<file path="src/rtl/alu_exec.sv">
// Single-cycle ALU feeding a 2-entry in-order result buffer with valid/ready on both sides.
// Optional per-entry signed-overflow flag and Overflow__o port when ALU_EXEC_OVF_EN is defined.
module alu_exec (
   input  logic        clock__i,
   input  logic        reset_n__i,
   input  logic        OpValid__i,
   output logic        OpReady__o,
   input  logic [2:0]  ALUCtrl__i,
   input  logic [31:0] OperandA__i,
   input  logic [31:0] OperandB__i,
   output logic        ResValid__o,
   input  logic        ResReady__i,
   output logic [31:0] Result__o,
   output logic        Zero__o,
   output logic        IllegalOp__o
`ifdef ALU_EXEC_OVF_EN
   ,
   output logic        Overflow__o
`endif
);

`ifdef ALU_EXEC_OVF_EN
   localparam int unsigned FlagW = 2;  // {overflow, illegal}
`else
   localparam int unsigned FlagW = 1;  // {illegal}
`endif

   typedef enum logic [1:0] {StEmpty, StOne, StFull} state_e;

   state_e           r_state;
   logic [31:0]      r_res0;
   logic [31:0]      r_res1;
   logic [FlagW-1:0] r_flag0;
   logic [FlagW-1:0] r_flag1;

   logic             w_accept;
   logic             w_drop;
   logic [31:0]      w_sum;
   logic [31:0]      w_diff;
   logic             w_sub_ovf;
   logic [31:0]      w_res;
   logic             w_illegal;
   logic [FlagW-1:0] w_flag;

   assign OpReady__o  = (r_state != StFull);
   assign ResValid__o = (r_state != StEmpty);
   assign w_accept    = OpValid__i & OpReady__o;
   assign w_drop      = ResValid__o & ResReady__i;

   assign w_sum     = OperandA__i + OperandB__i;
   assign w_diff    = OperandA__i - OperandB__i;
   assign w_sub_ovf = (OperandA__i[31] ^ OperandB__i[31]) & (w_diff[31] ^ OperandA__i[31]);

   always_comb begin
      w_res     = '0;
      w_illegal = 1'b0;
      case (ALUCtrl__i)
         3'b000:  w_res = OperandA__i & OperandB__i;
         3'b001:  w_res = OperandA__i | OperandB__i;
         3'b010:  w_res = w_sum;
         3'b011:  w_res = OperandA__i ^ OperandB__i;
         3'b100:  w_res = ~(OperandA__i | OperandB__i);
         3'b110:  w_res = w_diff;
         // True sign of A-B: the raw sign bit is inverted exactly when the subtraction overflows
         3'b111:  w_res = {31'd0, w_diff[31] ^ w_sub_ovf};
         default: w_illegal = 1'b1;
      endcase
   end

`ifdef ALU_EXEC_OVF_EN
   logic w_add_ovf;
   logic w_ovf;
   assign w_add_ovf = ~(OperandA__i[31] ^ OperandB__i[31]) & (w_sum[31] ^ OperandA__i[31]);
   assign w_ovf     = ((ALUCtrl__i == 3'b010) & w_add_ovf) | ((ALUCtrl__i == 3'b110) & w_sub_ovf);
   assign w_flag    = {w_ovf, w_illegal};
`else
   assign w_flag    = w_illegal;
`endif

   // Entry 0 is always the head; entry 1 only holds data in StFull
   always_ff @(posedge clock__i or negedge reset_n__i) begin
      if (!reset_n__i) begin
         r_state <= StEmpty;
         r_res0  <= '0;
         r_res1  <= '0;
         r_flag0 <= '0;
         r_flag1 <= '0;
      end else begin
         case (r_state)
            StEmpty: begin
               if (w_accept) begin
                  r_res0  <= w_res;
                  r_flag0 <= w_flag;
                  r_state <= StOne;
               end
            end
            StOne: begin
               if (w_accept && w_drop) begin
                  r_res0  <= w_res;
                  r_flag0 <= w_flag;
               end else if (w_accept) begin
                  r_res1  <= w_res;
                  r_flag1 <= w_flag;
                  r_state <= StFull;
               end else if (w_drop) begin
                  r_state <= StEmpty;
               end
            end
            StFull: begin
               if (w_drop) begin
                  r_res0  <= r_res1;
                  r_flag0 <= r_flag1;
                  r_state <= StOne;
               end
            end
            default: r_state <= StEmpty;
         endcase
      end
   end

   assign Result__o    = ResValid__o ? r_res0 : 32'd0;
   assign Zero__o      = ResValid__o & (r_res0 == 32'd0);
   assign IllegalOp__o = ResValid__o & r_flag0[0];
`ifdef ALU_EXEC_OVF_EN
   assign Overflow__o  = ResValid__o & r_flag0[FlagW-1];
`endif

endmodule

</file>
<file path="config.mk">
export PLATFORM = sky130hd
export DESIGN_NAME = alu_exec
export DESIGN_NICKNAME = d
export VERILOG_FILES = /design/src/rtl/alu_exec.sv
export SDC_FILE = /design/constraint.sdc
export NUM_CORES = 1
export LEC_CHECK = 0
export BUFFER_PORTS_ARGS = -buffer_cell sky130_fd_sc_hd__buf_4
export CAP_MARGIN = 20
export CELL_PAD_IN_SITES_DETAIL_PLACEMENT = 1
export CELL_PAD_IN_SITES_GLOBAL_PLACEMENT = 1
export CORE_UTILIZATION = 45
export CTS_BUF_LIST = sky130_fd_sc_hd__clkbuf_4 sky130_fd_sc_hd__clkbuf_8
export DETAILED_ROUTE_END_ITERATION = 6
export GPL_ROUTABILITY_DRIVEN = 0
export PLACE_DENSITY = 0.91
export SLEW_MARGIN = 20
export SYNTH_ARGS = -nofsm -noshare
export SYNTH_HDL_FRONTEND = slang
export SYNTH_SLANG_ARGS = --single-unit
</file>
<file path="constraint.sdc">
create_clock -name clock__i -period 2 [get_ports clock__i]
set_input_delay 0.3 -clock clock__i [delete_from_list [all_inputs] [get_ports clock__i]]
set_output_delay 0.3 -clock clock__i [all_outputs]
set_load 0.05 [all_outputs]
</file>
==> results.json, run 1 <==
{
  "die_x_um": 141,
  "num_rows": 50,
  "synth_area_um2": 8710,
  "synthArstFlopShare_pct": 100,
  "firstError": "[ERROR DPL-0033] detailed placement checks failed during check placement.",
  "yosys-top-cells-area": "dfrtp_1 (20%), ha_1 (15%), a21oi_1 (6.8%)",
  "cts_buffer_depth": 2,
  "io-pin-count": 107,
  "outcome": "did not finish",
  "ys.flop_type": "dfrtp_1",
  "initial_core_util_pct": 46.3,
  "die_h_um": 141,
  "syn-num-nets": 1388,
  "cts_buffers": 9,
  "ys_warn_count": 0,
  "synth_top_area_cell": "dfrtp_1",
  "cts_sinks": 68,
  "synth-edff-count": 0,
  "synth_seq_area_share_pct": 19.5,
  "ys_types": 83,
  "syn_inst": 1213,
  "ys_seq_elements": 68,
  "io_buffer_count": 106,
  "cts_resized": 268,
  "postCtsHoldBufs": 1,
  "dpl-instance-area_um2": 12200,
  "syn-mean-instance-area_um2": 7.18,
  "hpwl_um": 35800,
  "h-tree-depth": 3,
  "stop_stage": "clock tree synthesis",
  "cts_setup_buffers": 63,
  "placed_cells": 1809,
  "synth_top_area_share_pct": 19.5,
  "cts-root-buf": "clkbuf_8"
}
[metrics by stage]
| step | setup WS (ns) | hold slack (ns) |
|---|---|---|
| after detailed placement | -1.90 | 0.297 |
| after global placement | -1.66 | 0.286 |
| after floorplan | -1.53 | 0.00441 |
[cell usage after synthesis (4+ instances only)]
cell type,instances
nor2_1,131
nand2_1,122
a21oi_1,119
inv_1,104
ha_1,101
o21ai_0,86
dfrtp_1,68
clkbuf_1,62
nor2b_1,39
nor3_1,23
a31oi_1,20
mux2i_1,20
a21o_1,19
o221ai_1,17
nand3_1,16
nor4_1,16
a211oi_1,15
nand2b_1,15
o31ai_1,13
o211ai_1,11
a221oi_1,10
a22oi_1,10
buf_1,10
o21ai_1,9
o21bai_1,9
a211o_1,8
mux2_2,8
nand4_1,8
o22ai_1,7
o32ai_1,7
or3_1,7
a2111oi_0,6
and2_1,6
o21a_1,6
a221o_1,4
a222oi_1,4
buf_2,4
inv_2,4
[cells by family after synthesis]
kind of cell               after synthesis  synth area share [%]
DFF                                     68                  19.5
buffers and inverters                  189                  8.41
and+or+nand+nor                        403                  21.5
AOI/OAI and AO/OA                      418                  31.7
xor gates and xnor gates                 3                 0.302
muxes                                   28                  3.33
adders and majority gates              104                  15.2
==> inputs of run 2 (changes only) <==
- CELL_PAD_IN_SITES_DETAIL_PLACEMENT: 1 -> not set
- CELL_PAD_IN_SITES_GLOBAL_PLACEMENT: 1 -> not set
- CORE_UTILIZATION: 45 -> 32
- CTS_BUF_LIST: sky130_fd_sc_hd__clkbuf_4 sky130_fd_sc_hd__clkbuf_8 -> not set
- PLACE_DENSITY: 0.91 -> not set
- PLACE_DENSITY_LB_ADDON: not set -> 0.15
==> run 2 against run 1 <==
Synthesized area unchanged. The flow now finishes, with violations (negative setup slack). Synthesized cell count is the same.
==> results.json, run 2 <==
{
  "power_frac_comb_pct": 60.6,
  "yosys-top-cells-area": "dfrtp_1 (20%), ha_1 (15%), a21oi_1 (6.8%)",
  "num_rows": 60,
  "overflow": 0,
  "cp_data_arrival_time_ns": 3.47,
  "syn-mean-instance-area_um2": 7.18,
  "fin_worst_skew_ns": 0.00304,
  "p_seq_share_pct": 24.7,
  "ys_warn_count": 0,
  "hpwl_um": 25600,
  "vias": 10559,
  "initial_core_util_pct": 32.5,
  "crit_chain": "buf_4, inv_4, ha_4, nand2b_4, a21oi_2, or4_4, o221ai_4, a21o_1, a31oi_4, o221a_4, o31ai_4, a221oi_2, fa_2, o21ai_2, a21oi_2, nand2_1, o211ai_1, o21ai_1",
  "setup_slack_ns": -1.26,
  "whs_ns": 0.219,
  "drt_iter0_markers": 1009,
  "outcome": "finished, violations left",
  "diodes": 0,
  "cts_tree": "built",
  "io-pin-count": 107,
  "setup.worst_path.start_class": "primary input",
  "final_common_cell": "buf_4",
  "ys_seq_elements": 68,
  "min_period_ns": 3.26,
  "grt_pass1_wl_um": 52800,
  "violations": "negative setup slack",
  "first_pass_iters": 5,
  "setup_viol": 56,
  "drc": 0,
  "vdd_ir_drop_max_uv": 334,
  "stdcell_count": 1980,
  "synthArstFlopShare_pct": 100,
  "die-area_um2": 27900,
  "hold_depth": 2,
  "yosysMostFrequentCell": "nor2_1",
  "p_per_area_nw_per_um2": 640,
  "cts_buffers": 9,
  "synth_top_area_share_pct": 19.5,
  "max_freq_mhz": 307,
  "critPathMaxFanout": 3,
  "drv_slew": 0,
  "routed_wl_um": 33500,
  "final_cell_mix": "buf_4 (437), nor2_1 (125), nand2_1 (118)",
  "cts_buffer_depth": 2,
  "antenna_found_initial": 0,
  "drive_gt1_share_pct": 44.7,
  "final-hold-violation-count": 0,
  "insertion_delay_ns": 0.33,
  "endpoint_kind": "register",
  "path_buf_inv": 2,
  "cts_sinks": 68,
  "wl_per_cell_um": 16.9,
  "met1_length_um": 16000,
  "detail-route-antenna-nets": 0,
  "via_per_inst": 5.33,
  "syn_inst": 1213,
  "synth-edff-count": 0,
  "cp_common_cell": "a21oi_2",
  "syn2layout_area_growth_pct": 66.1,
  "finalCritPeriodShare_pct": 163,
  "grt_usage_pct": 23.6,
  "pre_cts_ws_ns": -1.76,
  "criticalPathCategory": "primary input to register",
  "largestRegisters": "r_res0: 32 flops, r_res1: 32 flops, r_state: 2 flops",
  "wl_met2_um": 15100,
  "dr_wl_met3_um": 1640,
  "synth_top_area_cell": "dfrtp_1",
  "max_stage_delay_ns": 0.54,
  "reg2reg_depth": 3,
  "die_h_um": 167,
  "synth_area_um2": 8710,
  "core_um2": 26800,
  "pwr-share-clk_pct": 14.7,
  "grt_pass1_vias": 9902,
  "tightest_slew_ns": 0.743,
  "power.switching_fraction_pct": 43.9,
  "leakage_uw": 0.00675,
  "syn-num-nets": 1388,
  "ys_types": 83,
  "switchingPower_uw": 4070,
  "die_x_um": 167,
  "layout.nets": 1813,
  "synth_seq_area_share_pct": 19.5,
  "path_delay_family": "compound AO/OA/AOI/OAI gates",
  "worstHoldPathType": "primary input to register",
  "cp.depth": 18,
  "grt_setup_unrepaired": "true",
  "h-tree-depth": 3,
  "cts-root-buf": "clkbuf_16",
  "io_buffer_count": 106,
  "maxCapViolCount": 0,
  "placed_cells": 1910,
  "grt_max_degree": 55,
  "p_int_uw": 5200,
  "synth_common_cells": "nor2_1 (131), nand2_1 (122), a21oi_1 (119)",
  "top_layer": "met4",
  "crit_required_ns": 2.21,
  "relSlewSlack_pct": 50.4,
  "path_clk_slew_ns": 0.05,
  "ys.flop_type": "dfrtp_1",
  "cp_slowest_cell": "fa_2"
}
-- run 2: cell counts after synthesis --
Identical to the previous run, type by type.
-- run 2: routing by layer --
layer  up-vias  GRT usage (%)
met4         0           8.17
met2       378           36.5
met3        55           1.47
li1       5187              -
met1      4939           34.4
met5         -              0
-- run 2: logic make-up after synthesis --
family	after synthesis	share of synthesized area [%]
simple gates	403	21.5
fa+ha+maj	104	15.2
compound gates	418	31.7
mux	28	3.33
flops	68	19.5
buf+inv	189	8.41
xor+xnor	3	0.302
-- run 2: repair_timing --
| item | CTS | global route |
|---|---|---|
| pin swaps | 107 | 97 |
| hold buffers | 1 | 0 |
| resized for setup | 199 | 108 |
| endpoints found under the hold margin | 23 | 0 |
| setup buffers | 41 | 30 |
| setup endpoints to repair | 58 | 90 |
-- run 2: power groups by stage --
stage               Clock (uW)  Combinational (uW)  Sequential [uW]
global placement             0                4720             2240
floorplan                    0                2970             2130
finish                    1360                5620             2280
global route              1440                6040             2360
detailed placement           0                4770             2250
CTS                       1390                5270             2260
-- run 2: path summary, 6_finish.rpt --
path / from / endpoint / slack [ns]
worst max-delay path: OperandB__i[5] / r_res0[31]$_DFFE_PN0P_ / -1.26
worst min-delay path: ResReady__i / r_state[1]$_DFFE_PN0P_ / 0.22
worst max register to register: r_state[1]$_DFFE_PN0P_ / r_res0[19]$_DFFE_PN0P_ / 0.29
worst min register to register: r_res1[16]$_DFFE_PN0P_ / r_res1[16]$_DFFE_PN0P_ / 0.47
max in group asynchronous: reset_n__i / r_res1[7]$_DFFE_PN0P_ / 1.03
min in group asynchronous: reset_n__i / r_res0[27]$_DFFE_PN0P_ / 0.42
-- run 2: cell type report --
class / instances / area [um^2]
well taps: 341 / 427
multi-input cells: 956 / 7620
repair buffers: 493 / 3990
clock buffers: 12 / 246
fillers: 2592 / 12300
flip-flops and latches: 68 / 1700
inverters: 110 / 477
-- run 2: stage by stage --
stage               power (uW)  area, um^2  setup TNS (ns)  utilization, %
global route              9840       14500          -48.08            54.0
global placement          6960       12400          -67.14            46.4
finish                    9270       14500          -42.36            54.0
floorplan                 5100        9000          -32.19               -
CTS                       8910       13800          -36.72            51.5
detailed placement        7020       12400          -69.12            46.4
(Power assumes the default switching activity.)
